### src/rtl/combine.sv
// Vector-to-stream combiner: queues N-word vectors in a small FIFO and
// re-emits them one WDTH-bit word per cycle, lowest slice first.
module combine #(
    parameter int N         = 2,
    parameter int WDTH      = 32,
    parameter int LOG_DEPTH = 2
) (
    input  logic              clk,
    input  logic              rst_n,
    input  logic [N*WDTH-1:0] in_data,
    input  logic              in_nd,
    output logic [WDTH-1:0]   out_data,
    output logic              out_nd,
    output logic              error
);

    localparam int DEPTH = 1 << LOG_DEPTH;
    localparam int VW    = N * WDTH;
    localparam int IDXW  = (N > 1) ? $clog2(N) : 1;

    typedef enum logic {IDLE, EMIT} state_t;

    logic [VW-1:0]        mem [DEPTH];
    logic [LOG_DEPTH-1:0] wr_ptr, rd_ptr;
    logic [LOG_DEPTH:0]   count;
    logic [VW-1:0]        shift;
    logic [IDXW-1:0]      idx;
    state_t               state;

    logic last_word, pop, push;

    // A pop frees a slot at the same edge, so a full FIFO can still accept.
    always_comb begin
        last_word = (idx == IDXW'(N - 1));
        pop       = (count != '0) && ((state == IDLE) || last_word);
        push      = in_nd && ((count < (LOG_DEPTH+1)'(DEPTH)) || pop);
    end

    always_ff @(posedge clk) begin
        if (push)
            mem[wr_ptr] <= in_data;
    end

    always_ff @(posedge clk or negedge rst_n) begin
        if (!rst_n) begin
            wr_ptr   <= '0;
            rd_ptr   <= '0;
            count    <= '0;
            shift    <= '0;
            idx      <= '0;
            state    <= IDLE;
            out_data <= '0;
            out_nd   <= 1'b0;
            error    <= 1'b0;
        end else begin
            if (push)
                wr_ptr <= wr_ptr + LOG_DEPTH'(1);

            case ({push, pop})
                2'b10:   count <= count + (LOG_DEPTH+1)'(1);
                2'b01:   count <= count - (LOG_DEPTH+1)'(1);
                default: count <= count;
            endcase

            if (in_nd && !push)
                error <= 1'b1;

            // The shift register keeps the not-yet-emitted words, next word in the low slice.
            if (pop) begin
                rd_ptr   <= rd_ptr + LOG_DEPTH'(1);
                out_data <= mem[rd_ptr][WDTH-1:0];
                shift    <= mem[rd_ptr] >> WDTH;
                idx      <= '0;
                state    <= EMIT;
                out_nd   <= 1'b1;
            end else if (state == EMIT && !last_word) begin
                out_data <= shift[WDTH-1:0];
                shift    <= shift >> WDTH;
                idx      <= idx + IDXW'(1);
                out_nd   <= 1'b1;
            end else if (state == EMIT) begin
                state  <= IDLE;
                out_nd <= 1'b0;
            end
        end
    end

endmodule
### config.mk
export PLATFORM = sky130hd
export DESIGN_NAME = combine
export DESIGN_NICKNAME = d
export VERILOG_FILES = /design/src/rtl/combine.sv
export SDC_FILE = /design/constraint.sdc
export NUM_CORES = 1
export LEC_CHECK = 0
export ABC_CLOCK_PERIOD_IN_PS = 3600
export CORE_AREA = 2 2 150 152
export DETAILED_ROUTE_END_ITERATION = 8
export DIE_AREA = 0 0 152 154
export GPL_ROUTABILITY_DRIVEN = 0
export GPL_TIMING_DRIVEN = 0
export PLACE_DENSITY_LB_ADDON = 0.1
export SLEW_MARGIN = 0
export SYNTH_ARGS = -nofsm -noshare
export SYNTH_HDL_FRONTEND = slang
export SYNTH_SLANG_ARGS = --single-unit
export TNS_END_PERCENT = 50
### constraint.sdc
create_clock -name clk -period 3.6 [get_ports clk]
set_input_delay 0.72 -clock clk [delete_from_list [all_inputs] [get_ports clk]]
set_output_delay 0.72 -clock clk [all_outputs]
set_load 0.05 [all_outputs]
==> results of run 1 <==
==> flip-flops by register name, summed over array words and instances, names as in the netlist <==
name,flops
state,1
shift,32
out_nd,1
error,1
wr_ptr,2
count,3
out_data,32
idx,1
mem,256
rd_ptr,2
==> path summary, 6_finish.rpt <==
path / to / depth (start not counted) / startpoint / slack [ns]
worst max-delay path: count[1] / 8 / state / 1.03
worst min-delay path: out_data[8] / 1 / rst_n / 0.08
worst max register to register: count[1] / 8 / state / 1.03
worst min register to register: out_nd / 1 / state / 0.47
max in group asynchronous: shift[25] / 2 / rst_n / 2.92
min in group clk: out_nd / 1 / state / 0.47
==> layer usage <==
| layer | GRT usage [%] | share of wire (%) | wire length [um] |
|---|---|---|---|
| met2 | 35.3 | 51 | 12100 |
| met1 | 28.6 | 41 | 9600 |
| met5 | 0 | 0 | 0 |
| met4 | 4.90 | 1.4 | 331 |
| met3 | 3.97 | 6.6 | 1570 |
==> through the flow <==
step	TNS (ns)	instance area, sq um	hold WS [ns]	total power (W)	setup WS [ns]
floorplan	0	12300	0.417	0.00855	0.647
global placement	-412.17	13600	0.448	0.00986	-1.28
detailed placement	0	13800	0.459	0.0100	0.813
CTS	0	14800	0.0815	0.0133	0.998
global route	0	14800	0.0862	0.0138	0.812
finish	0	14800	0.0837	0.0131	1.03
==> critical path, stage by stage, from the launching register on <==
cell and delay, ns:
dfrtp_1 0.38, nor2b_1 0.14, buf_4 0.17, nor2_1 0.20, buf_2 0.29, buf_2 0.31, ha_1 0.26, fa_1 0.43
mux2_2 0.27
==> cell type report <==
type,count,area [sq um],share of cell area (%)
inverters,5,18.8,0.127
repair buffers,105,1140,7.67
well taps,280,350,2.37
clock inverters,9,88.8,0.600
flip-flops and latches,331,9560,64.6
plain buffers,32,179,1.21
multi-input cells,188,2500,16.9
clock buffers,53,962,6.50
==> Yosys cell counts <==
master	n	area (sq um)
buf_2	11	55.1
a31o_2	1	8.76
a21o_1	1	7.51
inv_2	1	3.75
nor2_1	2	7.51
o21ai_1	1	5.00
buf_6	1	11.3
mux2_2	2	22.5
nor2b_1	2	12.5
clkbuf_1	7	26.3
a21boi_2	1	11.3
nor3b_1	1	7.51
a22o_1	32	280
and2_0	1	6.26
ha_1	5	62.6
nor3_2	1	10.0
buf_8	1	15.0
xnor2_1	3	26.3
mux4_2	64	1440
buf_4	7	52.6
and2_1	35	219
xor2_1	3	26.3
edfxtp_1	256	7690
buf_1	5	18.8
inv_1	4	15.0
a221o_1	32	320
fa_1	1	20.0
dfrtp_1	75	1880
==> cell families after synthesis <==
family	after synthesis
and+or+nand+nor	42
AOI/OAI and AO/OA	68
DFF	331
muxes	66
xor gates and xnor gates	6
buffers and inverters	37
adders and majority gates	6
==> power by group through the flow <==
stage	sequential (W)	combinational, W	clock, W
4_1_cts	0.00550	0.00444	0.00335
5_1_grt	0.00558	0.00469	0.00350
3_3_place_gp	0.00560	0.00426	0
2_1_floorplan	0.00608	0.00247	0
6_report	0.00550	0.00435	0.00328
3_5_place_dp	0.00557	0.00444	0
==> cell usage in the layout, fill, tap and decap left out, drive strengths merged, types with 5 or more instances in the layout <==
cell type,count
a221o,32
mux4,64
inv,7
buf,31
clkbuf,60
edfxtp,256
dfrtp,75
and2,36
ha,5
clkinv,6
clkdlybuf4s50,99
a22o,32
==> results.cfg, run 1 <==
[outcome]
run_status = completed

[worst_setup_path]
cp_max_fo = 10
arrival_ns = 2.97
worstPathRequired_ns = 4.00
path_class = register to register
crit_path_start_kind = register
endpoint_kind = register

[global_routing]
antenna_found_initial = 0
grt-ovfl-total = 0
grt_pass1_wl_um = 36800
track_usage_pct = 20.8
grt_pass1_vias = 6489
grt_max_degree = 61

[clocking]
cts_setup_buffers = 0
ctsRootBufferMaster = clkbuf_16
hold_buffers = 0
clock_path_buffers = 3
numCtsBuffers = 34
post_cts_resized = 0
cts_tree = yes
htreeDepth = 2
cts_num_sinks = 331
clkLatencyLatePin_ns = 0.51
path_clk_slew_ns = 0.06

[finish]
finalNetCount = 770
area_delta_synth_final_pct = 20.8
insertedDiodeCount = 0
nFillCells = 1373
drive_above_1_share_pct = 20.3
post-route-util_pct = 68.3
final_cell_count_no_fill = 1003

[pwr]
p_switching_w = 0.00413
swShare_pct = 31.5
power.internal_w = 0.00900
power_frac_seq_pct = 41.9
p_per_area_nw_per_um2 = 887
clock_power_share_pct = 25.0
vdd_drop_max_mv = 0.494
p_leak_nw = 5.23
p_comb_share_pct = 33.1

[synthesis]
synth_top_family_by_area = multiplexers
synthesis.nets = 629
synth.area.mux_share_pct = 11.9
synthAdderAreaFrac_pct = 0.674
syn_area_sq_um = 12300
synth-simple-area-share_pct = 2.14
synth_compound_area_share_pct = 5.17
seq_area_frac_synth_pct = 78.0
synth_xor_area_share_pct = 0.429
ys_ff_latch = 331
synthCells = 556
synth_area_per_cell_sq_um = 22.0
synth_cell_type_count = 28
synth_warnings = 0

[sta]
drv_slew = 0
setup_viol = 0
finalHoldViolations = 0
period_minus_slack_ns = 2.57
worst_pin_slew_ns = 0.798
min_period_over_period_pct = 71.4
rsz0062_at_grt = false
fin_skew_ns = 0.0129
relSlewSlack_pct = 46.8
timing.fmax_mhz = 389

[run]
cap_violations = 0

[floorplan]
io_pins = 101
start_util_pct = 56.5
die_x_um = 152
rows = 54
dieArea_sq_um = 23400
core_area_sq_um = 21700
die_y_um = 154

[drt]
avgViaCountPerCell = 5.85
via_count = 5871
firstDrtPassIters = 5
postRouteAntennaNets = 0
avgRoutedWirePerCell_um = 23.5
wirelength_um = 23600
drc = 0
drt-initial-drc-count = 431

[placed_design]
placed_cells = 941
post-dp-hpwl_um = 14100
io_buffers = 100

[worst_hold_path]
hp-class = primary input to asynchronous set/reset pin
(Power assumes the default switching activity.)
==> run 2: changes to the inputs <==
--- a/config.mk
+++ b/config.mk
@@ -5,7 +5,7 @@
 export SDC_FILE = /design/constraint.sdc
 export NUM_CORES = 1
 export LEC_CHECK = 0
-export ABC_CLOCK_PERIOD_IN_PS = 3600
+export ABC_CLOCK_PERIOD_IN_PS = 2600
 export CORE_AREA = 2 2 150 152
 export DETAILED_ROUTE_END_ITERATION = 8
 export DIE_AREA = 0 0 152 154
==> constraint.sdc (replaced) <==
create_clock -name clk -period 2.6 [get_ports clk]
set_input_delay 0.52 -clock clk [delete_from_list [all_inputs] [get_ports clk]]
set_output_delay 0.52 -clock clk [all_outputs]
set_load 0.05 [all_outputs]
==> results.cfg, run 2 (synthesis results as in run 1) <==
[outcome]
run_status = completed

[worst_setup_path]
path_class = register to register
arrival_ns = 2.81
cp_cell_sequence = nor2b_1, buf_4, nor2_1, clkbuf_4, clkbuf_4, ha_1, fa_1, mux2_2
endpoint_kind = register
rr_worst_depth = 8
crit_path_start_kind = register
crit_top_cell = clkbuf_4
cp_slowest_cell = fa_1
cp_max_fo = 10
cpPeakStageDelay_ns = 0.43
worstPathRequired_ns = 2.98

[drt]
postRouteAntennaNets = 0
firstDrtPassIters = 7
via_count = 5941
drt-initial-drc-count = 353
drc = 0
avgViaCountPerCell = 5.92
avgRoutedWirePerCell_um = 23.7
wirelength_um = 23800

[finish]
area_delta_synth_final_pct = 21.2
fin_area_sq_um = 14900
insertedDiodeCount = 0
drive_above_1_share_pct = 20.3
multi_input_area_sq_um = 2510
finalNetCount = 771
largest_register_ffs = 256
largest-register = mem
layout_common_cells = edfxtp_1 (256), clkdlybuf4s50_1 (99), dfrtp_1 (75), mux4_2 (64), clkbuf_16 (37)
top_regs = mem x256, out_data x32, shift x32
nFillCells = 1360
seq_area_sq_um = 9560
final_common_cell = edfxtp_1

[sta]
fin_skew_ns = 0.0167
drv_slew = 0
finalHoldViolations = 0
timing.final.ws_setup_ns = 0.171
period_minus_slack_ns = 2.43
relSlewSlack_pct = 45.2
worst_pin_slew_ns = 0.822
timing.fmax_mhz = 412
setup_viol = 0
min_period_over_period_pct = 93.4
rsz0062_at_grt = true

[global_routing]
track_usage_pct = 21.0
grt_pass1_wl_um = 37600
antenna_found_initial = 0
grt_max_degree = 47
grt_pass1_vias = 6580
grt-ovfl-total = 0

[placed_design]
post-dp-hpwl_um = 14400
post-place-ws_ns = 0.0350
place_area_sq_um = 13800
io_buffers = 100

[pwr]
p_leak_nw = 5.25
vdd_drop_max_mv = 0.595
p_per_area_nw_per_um2 = 1230

[clocking]
clkLatencyLatePin_ns = 0.51
path_clk_slew_ns = 0.06
cts_setup_buffers = 0
cts_num_sinks = 331
ctsRootBufferMaster = clkbuf_16
clock_path_buffers = 3
htreeDepth = 2
cts_tree = yes
numCtsBuffers = 34

[floorplan]
die_x_um = 152
die_y_um = 154
io_pins = 101
rows = 54
dieArea_sq_um = 23400
start_util_pct = 56.5
core_area_sq_um = 21700

[worst_hold_path]
hp-class = register to register
hold_depth = 1

[run]
cap_violations = 0
[run 2: critical path: cells and delay by family, from the launching register on]
kind | cells | cell delay [ns]
AND/OR/NAND/NOR | 2 | 0.31
adder cells (fa/ha/maj) | 2 | 0.66
buffers and inverters | 3 | 0.70
flip-flops | 1 | 0.37
multiplexers | 1 | 0.28
[run 2: layer usage]
metal / GRT usage, % / wire length (um) / vias up
met5: 0 / 0 / -
met4: 6.72 / 454 / 0
met3: 4.03 / 1100 / 31
met2: 35.3 / 12200 / 145
met1: 28.4 / 10000 / 3178
li1: - / - / 2587
[run 2: final timing paths]
check	from	to	slack, ns
max reg2reg	state	count[1]	0.17
min reg2reg	state	out_nd	0.44
max in group asynchronous	rst_n	shift[28]	1.49
min in group asynchronous	rst_n	out_data[10]	0.51
max	state	count[1]	0.17
min	state	out_nd	0.44
[run 2: repair_timing]
| item | in CTS | in global routing |
|---|---|---|
| hold buffers | 1 | 0 |
| endpoints found under the hold margin | 29 | 0 |
| resized for setup | 0 | 3 |
| endpoints found under the setup margin | 0 | 2 |
[run 2: cell type report]
cell class,instances,share of cell area [%]
Sequential cell,331,64.4
Multi-Input combinational cell,188,16.9
Timing Repair Buffer,106,7.72
Clock buffer,56,7.05
Tap cell,280,2.36
Buffer,32,1.24
Clock inverter,6,0.211
Inverter,5,0.126
[run 2: power breakdown]
part	internal (W)	switching [W]
Combinational	0.00269	0.00340
Sequential	0.00713	0.000496
Clock	0.00275	0.00186
Total	0.0126	0.00576
[run 2: through the flow]
| stage | hold WS, ns | total power, W | util, % | instances | setup TNS, ns |
|---|---|---|---|---|---|
| 2_1_floorplan | 0.224 | 0.0118 | - | 556 | -33.27 |
| 3_5_place_dp | 0.429 | 0.0139 | 63.4 | 941 | 0 |
| 6_report | 0.437 | 0.0183 | 68.5 | 1004 | 0 |
| 3_3_place_gp | 0.433 | 0.0136 | 62.8 | 936 | -497.11 |
| 5_1_grt | 0.478 | 0.0192 | 68.5 | 1004 | -0.0281 |
| 4_1_cts | 0.439 | 0.0185 | 68.4 | 1004 | 0 |
==> run 3: changes to the inputs <==
--- a/config.mk
+++ b/config.mk
@@ -6,6 +6,7 @@
 export NUM_CORES = 1
 export LEC_CHECK = 0
 export ABC_CLOCK_PERIOD_IN_PS = 2600
+export CAP_MARGIN = 30
 export CORE_AREA = 2 2 150 152
 export DETAILED_ROUTE_END_ITERATION = 8
 export DIE_AREA = 0 0 152 154
==> results.cfg, run 3 (synthesis results as in run 1) <==
[floorplan]
io_pins = 101
core_area_sq_um = 21700
rows = 54
start_util_pct = 56.5
die_y_um = 154
dieArea_sq_um = 23400
die_x_um = 152

[clocking]
path_clk_slew_ns = 0.06
cts_tree = yes
clkLatencyLatePin_ns = 0.51
numCtsBuffers = 34
cts_num_sinks = 331
ctsRootBufferMaster = clkbuf_16
clock_path_buffers = 3
htreeDepth = 2

[outcome]
run_status = completed

[drt]
firstDrtPassIters = 7
postRouteAntennaNets = 0
avgRoutedWirePerCell_um = 23.7
drc = 0
via_count = 5941
avgViaCountPerCell = 5.92
drt-initial-drc-count = 353
wirelength_um = 23800

[finish]
layout_common_cells = edfxtp_1 (256), clkdlybuf4s50_1 (99), dfrtp_1 (75), mux4_2 (64), clkbuf_16 (37)
final_cell_count_no_fill = 1004
post-route-util_pct = 68.5
largest_register_ffs = 256
area_delta_synth_final_pct = 21.2
largest-register = mem
insertedDiodeCount = 0
drive_above_1_share_pct = 20.3
top_regs = mem x256, out_data x32, shift x32
final_common_cell = edfxtp_1
finalNetCount = 771

[worst_hold_path]
hp-class = register to register
hold_depth = 1
hold_start = state
hold-path-endpoint = out_nd

[sta]
hold_slack_ns = 0.437
timing.fmax_mhz = 412
rsz0062_at_grt = true
period_minus_slack_ns = 2.43
min_period_over_period_pct = 93.4
setup_viol = 0
tns_ns = 0
finalHoldViolations = 0
relSlewSlack_pct = 45.2
drv_slew = 0
fin_skew_ns = 0.0167
worst_pin_slew_ns = 0.822

[global_routing]
grt-ovfl-total = 0
grt_pass1_vias = 6580
grt_pass1_wl_um = 37600
track_usage_pct = 21.0
grt_max_degree = 47
antenna_found_initial = 0

[placed_design]
placed_cells = 941
io_buffers = 100
post-dp-hpwl_um = 14400

[worst_setup_path]
r2r_slack_ns = 0.17
cp-startpoint = state
rr_worst_depth = 8
endpoint_kind = register
cp_max_fo = 10
r2r-start = state
worstPathRequired_ns = 2.98
path_class = register to register
rr_endpoint = count[1]
crit_path_start_kind = register
arrival_ns = 2.81

[pwr]
p_per_area_nw_per_um2 = 1230
p_leak_nw = 5.25
vdd_drop_max_mv = 0.595

[run]
cap_violations = 0
==> run 3: per-stage QoR <==
step / area (sq um) / worst slack [ns] / total power [W]
6_report: 14900 / 0.171 / 0.0183
5_1_grt: 14900 / -0.0281 / 0.0192
3_3_place_gp: 13600 / -2.04 / 0.0136
4_1_cts: 14800 / 0.0561 / 0.0185
2_1_floorplan: 12300 / -0.260 / 0.0118
3_5_place_dp: 13800 / 0.0350 / 0.0139
==> run 3: area by class of cell <==
cell class	count	area (sq um)
tap	280	350
inverter	5	18.8
buffer	32	184
clock inverter	6	31.3
clock buffer	56	1050
multi-input combinational	188	2510
fill	1360	6840
sequential	331	9560
timing repair buffer	106	1150
==> run 3: timing repair <==
action	in CTS	in global routing
setup endpoints to repair	0	2
hold buffers	1	0
hold endpoints to repair	29	0
gates resized for setup	0	3
buffers inserted	0	0
==> run 3: report_power, final <==
| part | leakage [nW] | internal (W) | total, W | switching [W] |
|---|---|---|---|---|
| logic | 1.45 | 0.00269 | 0.00609 | 0.00340 |
| clock network | 0.526 | 0.00275 | 0.00462 | 0.00186 |
| registers | 3.27 | 0.00713 | 0.00762 | 0.000496 |
==> run 3: worst max path at each step <==
stage	slack (ns)	depth (start not counted)	to
final	0.17	8	count[1]
after global routing	-0.03	9	count[2]
after CTS	0.06	8	count[1]
after detailed placement	0.04	4	mem[1][17]
after global placement	-2.04	3	mem[1][19]
after floorplan	-0.26	4	mem[0][0]
==> run 3: routing by layer <==
metal | GRT usage (%) | part of all wire (%)
met2 | 35.3 | 51
met1 | 28.4 | 42
met4 | 6.72 | 1.9
met5 | 0 | 0
met3 | 4.03 | 4.6
==> run 3: worst max-delay path, cell delays in order, from the launching register on <==
cell and delay [ns]:
dfrtp_1 0.37, nor2b_1 0.13, buf_4 0.18, nor2_1 0.18
clkbuf_4 0.26, clkbuf_4 0.26, ha_1 0.23, fa_1 0.43
mux2_2 0.28
